--- src/rtl/vmac_pkg.sv ---
// -----------------------------------------------------------------------------
// vmac_pkg
// Shared types and constants for the vector multiply-add issue controller:
//   accum_op_e   - accumulate operation encodings as decoded by the issue stage
//   vmac_state_e - issue controller FSM states
//   SEW_*        - element-width encodings
//   is_vx()      - true for the vector-scalar (.vx) forms of an op
// -----------------------------------------------------------------------------
package vmac_pkg;

  typedef enum logic [2:0] {
    OP_VMACC_VV  = 3'b000,
    OP_VMACC_VX  = 3'b001,
    OP_VNMSAC_VV = 3'b010,
    OP_VNMSAC_VX = 3'b011,
    OP_VMADD_VV  = 3'b100,
    OP_VMADD_VX  = 3'b101,
    OP_VNMSUB_VV = 3'b110,
    OP_VNMSUB_VX = 3'b111
  } accum_op_e;

  typedef enum logic [1:0] {
    IDLE   = 2'b00,
    LAUNCH = 2'b01,
    WAIT   = 2'b10,
    RESP   = 2'b11
  } vmac_state_e;

  localparam logic [1:0] SEW_8       = 2'b00;
  localparam logic [1:0] SEW_16      = 2'b01;
  localparam logic [1:0] SEW_32      = 2'b10;
  localparam logic [1:0] SEW_ILLEGAL = 2'b11;

  // Bit 0 of every accumulate encoding marks the vector-scalar form.
  function automatic logic is_vx(input logic [2:0] op);
    return op[0];
  endfunction

endpackage

--- src/rtl/vector_scalar_broadcast.sv ---
// -----------------------------------------------------------------------------
// vector_scalar_broadcast
// Replicates the low SEW bits of a scalar across a VLEN-bit vector so that
// .vx instructions can reuse the vector-vector MAC datapath.
// Ports:
//   rs1   in  32    scalar operand
//   sew   in  2     element width (SEW_8 / SEW_16 / SEW_32; illegal gives 0)
//   bcast out VLEN  rs1[SEW-1:0] repeated VLEN/SEW times
// VLEN must be a multiple of 32.
// -----------------------------------------------------------------------------
module vector_scalar_broadcast
  import vmac_pkg::*;
#(
  parameter int VLEN = 64
) (
  input  logic [31:0]     rs1,
  input  logic [1:0]      sew,
  output logic [VLEN-1:0] bcast
);

  // Built byte-by-byte: byte i of the result takes byte (i mod SEW/8) of rs1,
  // which is the same as repeating the low SEW bits.
  always_comb begin
    // NOTE: every always_comb output gets a default first so no path can
    // leave it unassigned and infer a latch.
    bcast = '0;
    for (int i = 0; i < VLEN / 8; i++) begin
      case (sew)
        SEW_8:   bcast[i*8 +: 8] = rs1[7:0];
        SEW_16:  bcast[i*8 +: 8] = rs1[(i % 2)*8 +: 8];
        SEW_32:  bcast[i*8 +: 8] = rs1[(i % 4)*8 +: 8];
        default: bcast[i*8 +: 8] = 8'h00;
      endcase
    end
  end

endmodule

--- src/rtl/vector_mac_issue_ctrl.sv ---
// -----------------------------------------------------------------------------
// vector_mac_issue_ctrl
// Initiator-side controller for the vector multiply-add unit. Accepts one
// decoded multiply-accumulate instruction, builds the MAC operands (with scalar
// broadcast for .vx forms), launches the MAC, waits for done with a timeout and
// returns the result to writeback.
// Ports:
//   clk, reset                      clock, synchronous active-high reset
//   issue_valid / issue_ready       instruction handshake
//   issue_op/sew/signed/vs1/vs2/vd/rs1  decoded instruction fields
//   mac_data_A/B/C                  MAC operands (registered)
//   mac_accum_op, mac_sew, mac_signed_mode, mac_ctrl,
//   mac_sew_16_32, mac_sew_32, mac_count_0   MAC controls (registered)
//   mac_result, mac_done            MAC result and completion
//   wb_valid / wb_ready             writeback handshake
//   wb_data, wb_error               result, error (timeout or illegal SEW)
// -----------------------------------------------------------------------------
`ifndef MAX_VLEN
`define MAX_VLEN 64
`endif

module vector_mac_issue_ctrl
  import vmac_pkg::*;
#(
  parameter int VLEN           = `MAX_VLEN,
  parameter int TIMEOUT_CYCLES = 64
) (
  input  logic            clk,
  input  logic            reset,
  input  logic            issue_valid,
  output logic            issue_ready,
  input  logic [2:0]      issue_op,
  input  logic [1:0]      issue_sew,
  input  logic            issue_signed,
  input  logic [VLEN-1:0] issue_vs1,
  input  logic [VLEN-1:0] issue_vs2,
  input  logic [VLEN-1:0] issue_vd,
  input  logic [31:0]     issue_rs1,
  output logic [VLEN-1:0] mac_data_A,
  output logic [VLEN-1:0] mac_data_B,
  output logic [VLEN-1:0] mac_data_C,
  output logic [2:0]      mac_accum_op,
  output logic [1:0]      mac_sew,
  output logic            mac_signed_mode,
  output logic            mac_ctrl,
  output logic            mac_sew_16_32,
  output logic            mac_sew_32,
  output logic            mac_count_0,
  input  logic [VLEN-1:0] mac_result,
  input  logic            mac_done,
  output logic            wb_valid,
  input  logic            wb_ready,
  output logic [VLEN-1:0] wb_data,
  output logic            wb_error
);

  localparam int CNT_W = $clog2(TIMEOUT_CYCLES + 1);
  localparam logic [CNT_W-1:0] CNT_LAST = CNT_W'(TIMEOUT_CYCLES - 1);

  vmac_state_e     state_q, state_d;
  logic [VLEN-1:0] data_a_q, data_a_d;
  logic [VLEN-1:0] data_b_q, data_b_d;
  logic [VLEN-1:0] data_c_q, data_c_d;
  accum_op_e       op_q, op_d;
  logic [1:0]      sew_q, sew_d;
  logic            signed_q, signed_d;
  logic            ctrl_q, ctrl_d;
  logic            sew_16_32_q, sew_16_32_d;
  logic            sew_32_q, sew_32_d;
  logic            count_0_q, count_0_d;
  logic [CNT_W-1:0] cnt_q, cnt_d;
  logic [VLEN-1:0] wb_data_q, wb_data_d;
  logic            wb_error_q, wb_error_d;

  logic [VLEN-1:0] rs1_bcast;

  vector_scalar_broadcast #(
    .VLEN (VLEN)
  ) u_bcast (
    .rs1   (issue_rs1),
    .sew   (issue_sew),
    .bcast (rs1_bcast)
  );

  always_comb begin
    state_d     = state_q;
    data_a_d    = data_a_q;
    data_b_d    = data_b_q;
    data_c_d    = data_c_q;
    op_d        = op_q;
    sew_d       = sew_q;
    signed_d    = signed_q;
    ctrl_d      = ctrl_q;
    sew_16_32_d = sew_16_32_q;
    sew_32_d    = sew_32_q;
    count_0_d   = 1'b0;
    cnt_d       = cnt_q;
    wb_data_d   = wb_data_q;
    wb_error_d  = wb_error_q;

    unique case (state_q)
      IDLE: begin
        if (issue_valid) begin
          if (issue_sew == SEW_ILLEGAL) begin
            // Operand registers stay zero: the MAC is never launched.
            state_d    = RESP;
            wb_data_d  = '0;
            wb_error_d = 1'b1;
          end else begin
            state_d     = LAUNCH;
            data_a_d    = is_vx(issue_op) ? rs1_bcast : issue_vs1;
            data_b_d    = issue_vs2;
            data_c_d    = issue_vd;
            op_d        = accum_op_e'(issue_op);
            sew_d       = issue_sew;
            signed_d    = issue_signed;
            ctrl_d      = issue_op[1];
            sew_16_32_d = (issue_sew != SEW_8);
            sew_32_d    = (issue_sew == SEW_32);
            count_0_d   = 1'b1;
            cnt_d       = '0;
          end
        end
      end

      LAUNCH: begin
        // mac_done is deliberately not looked at here.
        state_d = WAIT;
      end

      WAIT: begin
        cnt_d = cnt_q + CNT_W'(1);
        // Done takes priority over a timeout landing in the same cycle.
        if (mac_done) begin
          state_d    = RESP;
          wb_data_d  = mac_result;
          wb_error_d = 1'b0;
        end else if (cnt_q == CNT_LAST) begin
          state_d    = RESP;
          wb_data_d  = '0;
          wb_error_d = 1'b1;
        end
      end

      RESP: begin
        if (wb_ready) begin
          // Returning to IDLE clears everything so idle outputs read zero.
          state_d     = IDLE;
          data_a_d    = '0;
          data_b_d    = '0;
          data_c_d    = '0;
          op_d        = OP_VMACC_VV;
          sew_d       = '0;
          signed_d    = 1'b0;
          ctrl_d      = 1'b0;
          sew_16_32_d = 1'b0;
          sew_32_d    = 1'b0;
          cnt_d       = '0;
          wb_data_d   = '0;
          wb_error_d  = 1'b0;
        end
      end

      default: state_d = IDLE;
    endcase
  end

  always_ff @(posedge clk) begin
    // NOTE: datapath registers are reset as well as control, because the
    // outputs they drive must read zero in IDLE straight after reset.
    if (reset) begin
      state_q     <= IDLE;
      data_a_q    <= '0;
      data_b_q    <= '0;
      data_c_q    <= '0;
      op_q        <= OP_VMACC_VV;
      sew_q       <= '0;
      signed_q    <= 1'b0;
      ctrl_q      <= 1'b0;
      sew_16_32_q <= 1'b0;
      sew_32_q    <= 1'b0;
      count_0_q   <= 1'b0;
      cnt_q       <= '0;
      wb_data_q   <= '0;
      wb_error_q  <= 1'b0;
    end else begin
      // NOTE: non-blocking assignments so every flop samples pre-edge values.
      state_q     <= state_d;
      data_a_q    <= data_a_d;
      data_b_q    <= data_b_d;
      data_c_q    <= data_c_d;
      op_q        <= op_d;
      sew_q       <= sew_d;
      signed_q    <= signed_d;
      ctrl_q      <= ctrl_d;
      sew_16_32_q <= sew_16_32_d;
      sew_32_q    <= sew_32_d;
      count_0_q   <= count_0_d;
      cnt_q       <= cnt_d;
      wb_data_q   <= wb_data_d;
      wb_error_q  <= wb_error_d;
    end
  end

  assign issue_ready     = (state_q == IDLE);
  assign wb_valid        = (state_q == RESP);
  assign wb_data         = wb_data_q;
  assign wb_error        = wb_error_q;
  assign mac_data_A      = data_a_q;
  assign mac_data_B      = data_b_q;
  assign mac_data_C      = data_c_q;
  assign mac_accum_op    = op_q;
  assign mac_sew         = sew_q;
  assign mac_signed_mode = signed_q;
  assign mac_ctrl        = ctrl_q;
  assign mac_sew_16_32   = sew_16_32_q;
  assign mac_sew_32      = sew_32_q;
  assign mac_count_0     = count_0_q;

endmodule

--- config.mk ---
export PLATFORM = sky130hd
export DESIGN_NAME = vector_mac_issue_ctrl
export DESIGN_NICKNAME = d
export VERILOG_FILES = /design/src/rtl/vmac_pkg.sv /design/src/rtl/vector_scalar_broadcast.sv /design/src/rtl/vector_mac_issue_ctrl.sv
export SDC_FILE = /design/constraint.sdc
export NUM_CORES = 1
export LEC_CHECK = 0
export CAP_MARGIN = 25
export CORE_AREA = 2 2 221 223
export CTS_CLUSTER_SIZE = 20
export DETAILED_ROUTE_END_ITERATION = 6
export DIE_AREA = 0 0 223 225
export GPL_ROUTABILITY_DRIVEN = 0
export HOLD_SLACK_MARGIN = 0.12
export SETUP_SLACK_MARGIN = 0.15
export SYNTH_ARGS = -nofsm -noshare
export SYNTH_HDL_FRONTEND = slang
export SYNTH_SLANG_ARGS = --single-unit
--- constraint.sdc ---
create_clock -name clk -period 4.06 [get_ports clk]
set_clock_uncertainty 0.15 [all_clocks]
set_input_delay 0.609 -clock clk [delete_from_list [all_inputs] [get_ports clk]]
set_output_delay 0.609 -clock clk [all_outputs]
set_load 0.02 [all_outputs]
==> metrics.md, run 1 <==
| Metric | Value |
|---|---|
| # hold bufs at CTS | 0 |
| Initial core utilization | 0.2422 |
| Peak VDD IR | 0.3565 mV |
| Routed vias/inst | 4.606 |
| Diodes inserted | 0 |
| DRT antenna net count | 0 |
| Setup TNS | 0 ns |
| FF-to-FF Start | state_q[0]$_SDFFE_PP0P_ |
| CTS Sinks | 275 |
| Placement-stage cell area | 17,690 um2 |
| RSZ-0062 raised after global routing | false |
| DR pass1 iterations | 6 |
| DIE WIDTH | 223 um |
| CTS Root Cell | clkbuf_16 |
| Synth Flop Type | dfxtp_1 |
| Reg-to-Reg End | wb_data[22]$_SDFFE_PP0P_ |
| Die area | 50,180 um2 |
| Core area | 47,550 um2 |
| Worst skew pair latency | 0.59 ns |
| Number of placed I/O pins | 568 |
| Min-Delay Endpoint | mac_count_0$_SDFF_PP0_ |
| Yosys cell types | 39 |
| Synth Register Bits | 275 |
| Minimum clock period | 3.077 ns |
| Cell taking the most area after synthesis | dfxtp_1 |
| Seq/Total Area, Yosys | 0.4781 |
| Vias in the first global route | 11,233 |
| Top-count cell post-synth | dfxtp_1 |
| CTS Buffer Depth | 3 |
| WHS Path Cells | 2 |
| Leakage | 6.642 nW |
| Max H-tree Level | 1 |
| Post-Layout Inst Area | 18,700 um2 |
| Final hold vios | 0 |
| CTS tree | built |
| Final worst slack | 0.9830 ns |
| Min-delay src | reset |
| Outcome | complete, no violations |
| Worst Setup Start Kind | flop |
| Synth cell count leaders | 275 x dfxtp_1, 253 x nand2_1, 184 x a21oi_1, 143 x nand3b_1, 83 x clkbuf_1 |
| Post-CTS sizing | 0 |
| Worst setup EP type | output port |
| Row cnt | 80 |
| Mapped Cells | 1,317 |
| Port Buf Inserts | 567 |
| EDFF count, synth | 0 |
| Total number of vias | 11,302 |
| GRT Total Usage | 0.1655 |
| CP Data Arrival Time | 2.32 ns |
| R2R Setup Slk | 1.13 ns |
| Total Routed Length | 44,210 um |
| FF-to-FF path depth | 6 |
| Residual DRC | 0 |
| First-pass GRT wire length | 65,970 um |
| Period utilization | 0.7579 |
| Async SR Flop Fraction | 0 |
| Routed wire length per instance | 18.02 um |
| Layout cells sized above 1 | 0.04241 |
| Setup Viol. Count Final | 0 |
| Area contributors post-synth | dfxtp_1 48%, nand3b_1 9.3%, nand2_1 8.2% |
| Worst slew pin tran | 1.010 ns |
| Pins over their slew limit | 0 |
| DP HPWL | 31,620 um |
| Final design utilization | 0.3933 |
| CP Class | flop to output port |
| FMAX | 325.0 MHz |
| Max Cap Viol | 0 |
| Area growth syn-to-layout | 62.38% |
| Slew HR | 0.3266 |
| Crit path max fanout | 12 |
| Synthesized area per cell | 8.744 um2 |
| Reg clk slew, reported paths | 0.06 ns |
| Synthesized cell area | 11,520 um2 |
| Hold Path Class | primary input to flop |
| Die height | 225 um |
| Worst EP required | 3.30 ns |
| Dpl ws | 0.6739 ns |
| Layout Nets | 2,127 |
| Yosys top cell area share | 0.4781 |
| DRT iter0 DRCs | 504 |
| PD cells | 605.5 nW/um2 |
| Gr ovfl total | 0 |
| CTS Buf Count | 31 |
| Initial antenna violation count | 3 |
| Pin count of the biggest net entering global routing | 174 |
| Post-CTS Setup Bufs | 0 |
| Total of warnings raised by yosys | 0 |
| Post-synthesis net count | 1,627 |
[cells by family after synthesis]
logic type / count (synthesis) / synth area share
AOI/OAI and AO/OA: 302 / 0.1587
buffers and inverters: 133 / 0.05237
adders and majority gates: 11 / 0.01195
muxes: 66 / 0.05737
xor gates and xnor gates: 3 / 0.002282
DFF: 275 / 0.4781
and+or+nand+nor: 527 / 0.2392
[final cells by class]
| cell class | count | area [um2] |
|---|---|---|
| Tap cell | 615 | 769.5 |
| Fill cell | 4796 | 28850 |
| Clock inverter | 6 | 61.31 |
| Multi-Input combinational cell | 909 | 5456 |
| Sequential cell | 275 | 5505 |
| Timing Repair Buffer | 585 | 5907 |
| Clock buffer | 49 | 943.4 |
| Inverter | 15 | 56.30 |
[critical path, stage by stage (launching register included)]
cell and delay, ns:
dfxtp_1 0.37, inv_1 0.13, ha_1 0.47, clkdlybuf4s50_1 0.75
[flip-flops by register name, indices dropped and copies added (netlist names)]
| register | cells |
|---|---|
| mac_data_A | 64 |
| mac_signed_mode | 1 |
| cnt_q | 7 |
| state_q | 2 |
| mac_sew_16_32 | 1 |
| mac_accum_op | 3 |
| mac_data_C | 64 |
| mac_sew | 2 |
| mac_data_B | 64 |
| wb_data | 64 |
| wb_error | 1 |
| mac_sew_32 | 1 |
| mac_count_0 | 1 |
[cell usage in the layout, fill, tap and decap left out, drive strengths merged, types with 2 or more instances in the layout]
| cell | count |
|---|---|
| nand3 | 4 |
| nand2 | 253 |
| o311ai | 9 |
| a211oi | 4 |
| mux2i | 66 |
| dfxtp | 275 |
| a211o | 2 |
| clkdlybuf4s50 | 565 |
| o211ai | 16 |
| or3 | 4 |
| xnor2 | 3 |
| a22oi | 8 |
| a21oi | 184 |
| clkbuf | 49 |
| inv | 16 |
| nand3b | 143 |
| o21ai | 34 |
| ha | 11 |
| nor2 | 42 |
| o2bb2ai | 32 |
| a222oi | 8 |
| clkinv | 3 |
| buf | 20 |
| nand2b | 76 |
[where the power goes]
part | internal (mW) | switching (mW)
clock | 1.64 | 1.15
sequential | 3.27 | 0.309
combinational | 2.16 | 2.79
total | 7.07 | 4.25
[worst max path at each step]
| stage | endpoint | slack, ns | depth (start not counted) | start |
|---|---|---|---|---|
| global route | issue_ready | 0.87 | 3 | state_q[1]$_SDFFE_PP0P_ |
| global placement | mac_sew_32$_SDFFE_PP0P_ | 0.79 | 7 | issue_sew[0] |
| detailed placement | mac_data_C[6]$_SDFFE_PP0P_ | 0.67 | 7 | issue_sew[0] |
| finish | issue_ready | 0.98 | 3 | state_q[0]$_SDFFE_PP0P_ |
| CTS | issue_ready | 0.94 | 3 | state_q[0]$_SDFFE_PP0P_ |
| floorplan | cnt_q[5]$_SDFFE_PP0P_ | 1.83 | 5 | issue_sew[0] |
[stage by stage]
step           power [mW]  hold slack (ns)  std cells
2_1_floorplan       6.479           0.3021       1317
3_3_place_gp        8.575           0.2861       2399
3_5_place_dp        8.644           0.2936       2399
4_1_cts             11.51           0.1510       2454
5_1_grt             11.97           0.1741       2454
6_report            11.32           0.1837       2454
[per-layer routing]
layer / vias up / global-route usage / wire length (um)
li1: 5509 / - / -
met1: 5315 / 0.1915 / 17760
met2: 392 / 0.2838 / 21070
met3: 82 / 0.05606 / 3680
met4: 4 / 0.05997 / 1668
met5: - / 0 / 26
Note: power is estimated with default switching activity, not from simulation.
==> run 2, diff against run 1 <==
--- a/config.mk
+++ b/config.mk
@@ -6,10 +6,10 @@
 export NUM_CORES = 1
 export LEC_CHECK = 0
 export CAP_MARGIN = 25
-export CORE_AREA = 2 2 221 223
+export CORE_AREA = 2 2 220 222
 export CTS_CLUSTER_SIZE = 20
 export DETAILED_ROUTE_END_ITERATION = 6
-export DIE_AREA = 0 0 223 225
+export DIE_AREA = 0 0 222 224
 export GPL_ROUTABILITY_DRIVEN = 0
 export HOLD_SLACK_MARGIN = 0.12
 export SETUP_SLACK_MARGIN = 0.15
==> constraint.sdc (replaced) <==
create_clock -name clk -period 2.5 [get_ports clk]
set_clock_uncertainty 0.15 [all_clocks]
set_input_delay 0.375 -clock clk [delete_from_list [all_inputs] [get_ports clk]]
set_output_delay 0.375 -clock clk [all_outputs]
set_load 0.02 [all_outputs]
==> run 2 against run 1 <==
Compared with the run above:
- the flow now finishes with violations (DRC)
- first-iteration DRC count rose by 17%
- sequential cell count is the same
- clock-buffer cell count up 5
- sequential share of layout area fell by 0.81 points
- final area increased by 2.9%
- critical path type is now flop to flop
- largest power group unchanged
==> metrics.md, run 2 (same netlist as run 1, synthesis figures left out) <==
| Metric | Value |
|---|---|
| Total Routed Length | 44,360 um |
| Post-Layout Inst Area | 19,230 um2 |
| Commonest non-fill, non-tap cell in the layout | clkdlybuf4s50_1 |
| Die area | 49,730 um2 |
| CTS tree | built |
| Die height | 224 um |
| Routed wire length per instance | 17.74 um |
| Gr ovfl total | 0 |
| Initial antenna violation count | 4 |
| Routed vias/inst | 4.603 |
| FMAX | 449.3 MHz |
| Layout Nets | 2,170 |
| Layout cells sized above 1 | 0.06589 |
| DR pass1 iterations | 7 |
| Worst setup EP type | flop |
| CP max-delay cell | dfxtp_2 |
| PD cells | 1002 nW/um2 |
| Port Buf Inserts | 567 |
| Vias in the first global route | 11,558 |
| CP Class | flop to flop |
| Residual DRC | 3 |
| Worst path cell trace | inv_1, ha_1, buf_4, a211oi_4, buf_12, buf_16, nand3b_1, a21oi_1 |
| CP Data Arrival Time | 2.51 ns |
| Failing checks | DRC |
| Leakage | 6.936 nW |
| Total number of vias | 11,508 |
| Outcome | finished with violations |
| Number of placed I/O pins | 568 |
| FF-to-FF Start | state_q[0]$_SDFFE_PP0P_ |
| DP HPWL | 32,120 um |
| Worst EP required | 2.79 ns |
| Metal2 WL | 21,380 um |
| DRT iter0 DRCs | 589 |
| CTS Root Cell | clkbuf_16 |
| Pins over their slew limit | 0 |
| Max Cap Viol | 0 |
| CP peak stage delay | 0.39 ns |
| Hold Path Class | primary input to flop |
| Placement-stage cell area | 18,070 um2 |
| CTS Buf Count | 35 |
| GRT Total Usage | 0.1703 |
| Worst skew pair latency | 0.54 ns |
| RSZ-0062 raised after global routing | false |
| Max H-tree Level | 2 |
| Area growth syn-to-layout | 67.03% |
| Minimum clock period | 2.226 ns |
| Setup Viol. Count Final | 0 |
| Reg clk slew, reported paths | 0.06 ns |
| CTS Buffer Depth | 3 |
| Row cnt | 80 |
| M1 WL | 17,520 um |
| Setup crit start | state_q[0]$_SDFFE_PP0P_ |
| Top routing layer used | met5 |
| Commonest non-fill, non-tap cells in the layout | 563 x clkdlybuf4s50_1, 273 x dfxtp_1, 253 x nand2_1, 184 x a21oi_1, 143 x nand3b_1 |
| CTS Sinks | 275 |
| Period utilization | 0.8904 |
| DRT antenna net count | 0 |
| Final design utilization | 0.4063 |
| Min-delay src | mac_result[45] |
| First-pass GRT wire length | 66,790 um |
| Post-CTS Setup Bufs | 0 |
| Core area | 47,350 um2 |
| DIE WIDTH | 222 um |
| Met3 routed wirelength | 3557 um |
| Slew HR | 0.3772 |
| Peak VDD IR | 0.5712 mV |
| Worst Setup Start Kind | flop |
| Final hold vios | 0 |
| Pin count of the biggest net entering global routing | 106 |
| Worst slew pin tran | 0.9342 ns |
| Crit path max fanout | 45 |
| Initial core utilization | 0.2432 |
[run 2: what timing repair did]
item	CTS	global route
hold endpoints to repair	13	0
hold buffers	1	0
resized for setup	2	5
endpoints found under the setup margin	2	50
[run 2: stage by stage]
step                      power [mW]  setup slack, ns  hold slack (ns)  TNS [ns]  cells
after floorplan                10.52           0.3550           0.3021         0   1317
after global placement         14.28         -0.03863           0.2866    -1.147   2437
after detailed placement       14.38          -0.1257           0.2930    -6.888   2437
after CTS                      19.55          0.09668           0.1966         0   2497
after global routing           20.35           0.1730           0.2335         0   2499
final                          19.28           0.2741           0.2317         0   2500
[run 2: final timing paths]
path                                 endpoint  slack (ns)  depth (start not counted)
setup / recovery  mac_data_B[48]$_SDFFE_PP0P_        0.27                          8
hold / removal       wb_data[45]$_SDFFE_PP0P_        0.23                          3
setup reg to reg  mac_data_B[48]$_SDFFE_PP0P_        0.27                          8
hold reg to reg   mac_data_C[47]$_SDFFE_PP0P_        0.30                          2
[run 2: cell type report]
type                    instances  area [um2]
fillers                      4691       28110
repair buffers                624        6291
flip-flops and latches        275        5508
multi-input cells             909        5456
clock buffers                  54        1090
well taps                     615       769.5
clock inverters                 5       56.30
inverters                      15       56.30
diodes                          3       7.507
[run 2: report_power, final]
group	leakage (nW)	internal (mW)	switching [mW]
combinational	4.13	3.79	4.60
clock	0.562	3.09	1.95
sequential	2.24	5.32	0.519
total	6.94	12.2	7.08
[run 2: routing by layer]
metal / global-route usage / vias up
met2: 0.2901 / 442
li1: - / 5597
met1: 0.1889 / 5364
met3: 0.05732 / 103
met4: 0.08827 / 2
met5: 0 / -
[run 2: critical path, delay by kind of cell (launching register included)]
family	cells	cell delay [ns]
compound gates	2	0.44
fa+ha+maj	1	0.29
buf+inv	4	0.69
flops	1	0.39
simple gates	1	0.11
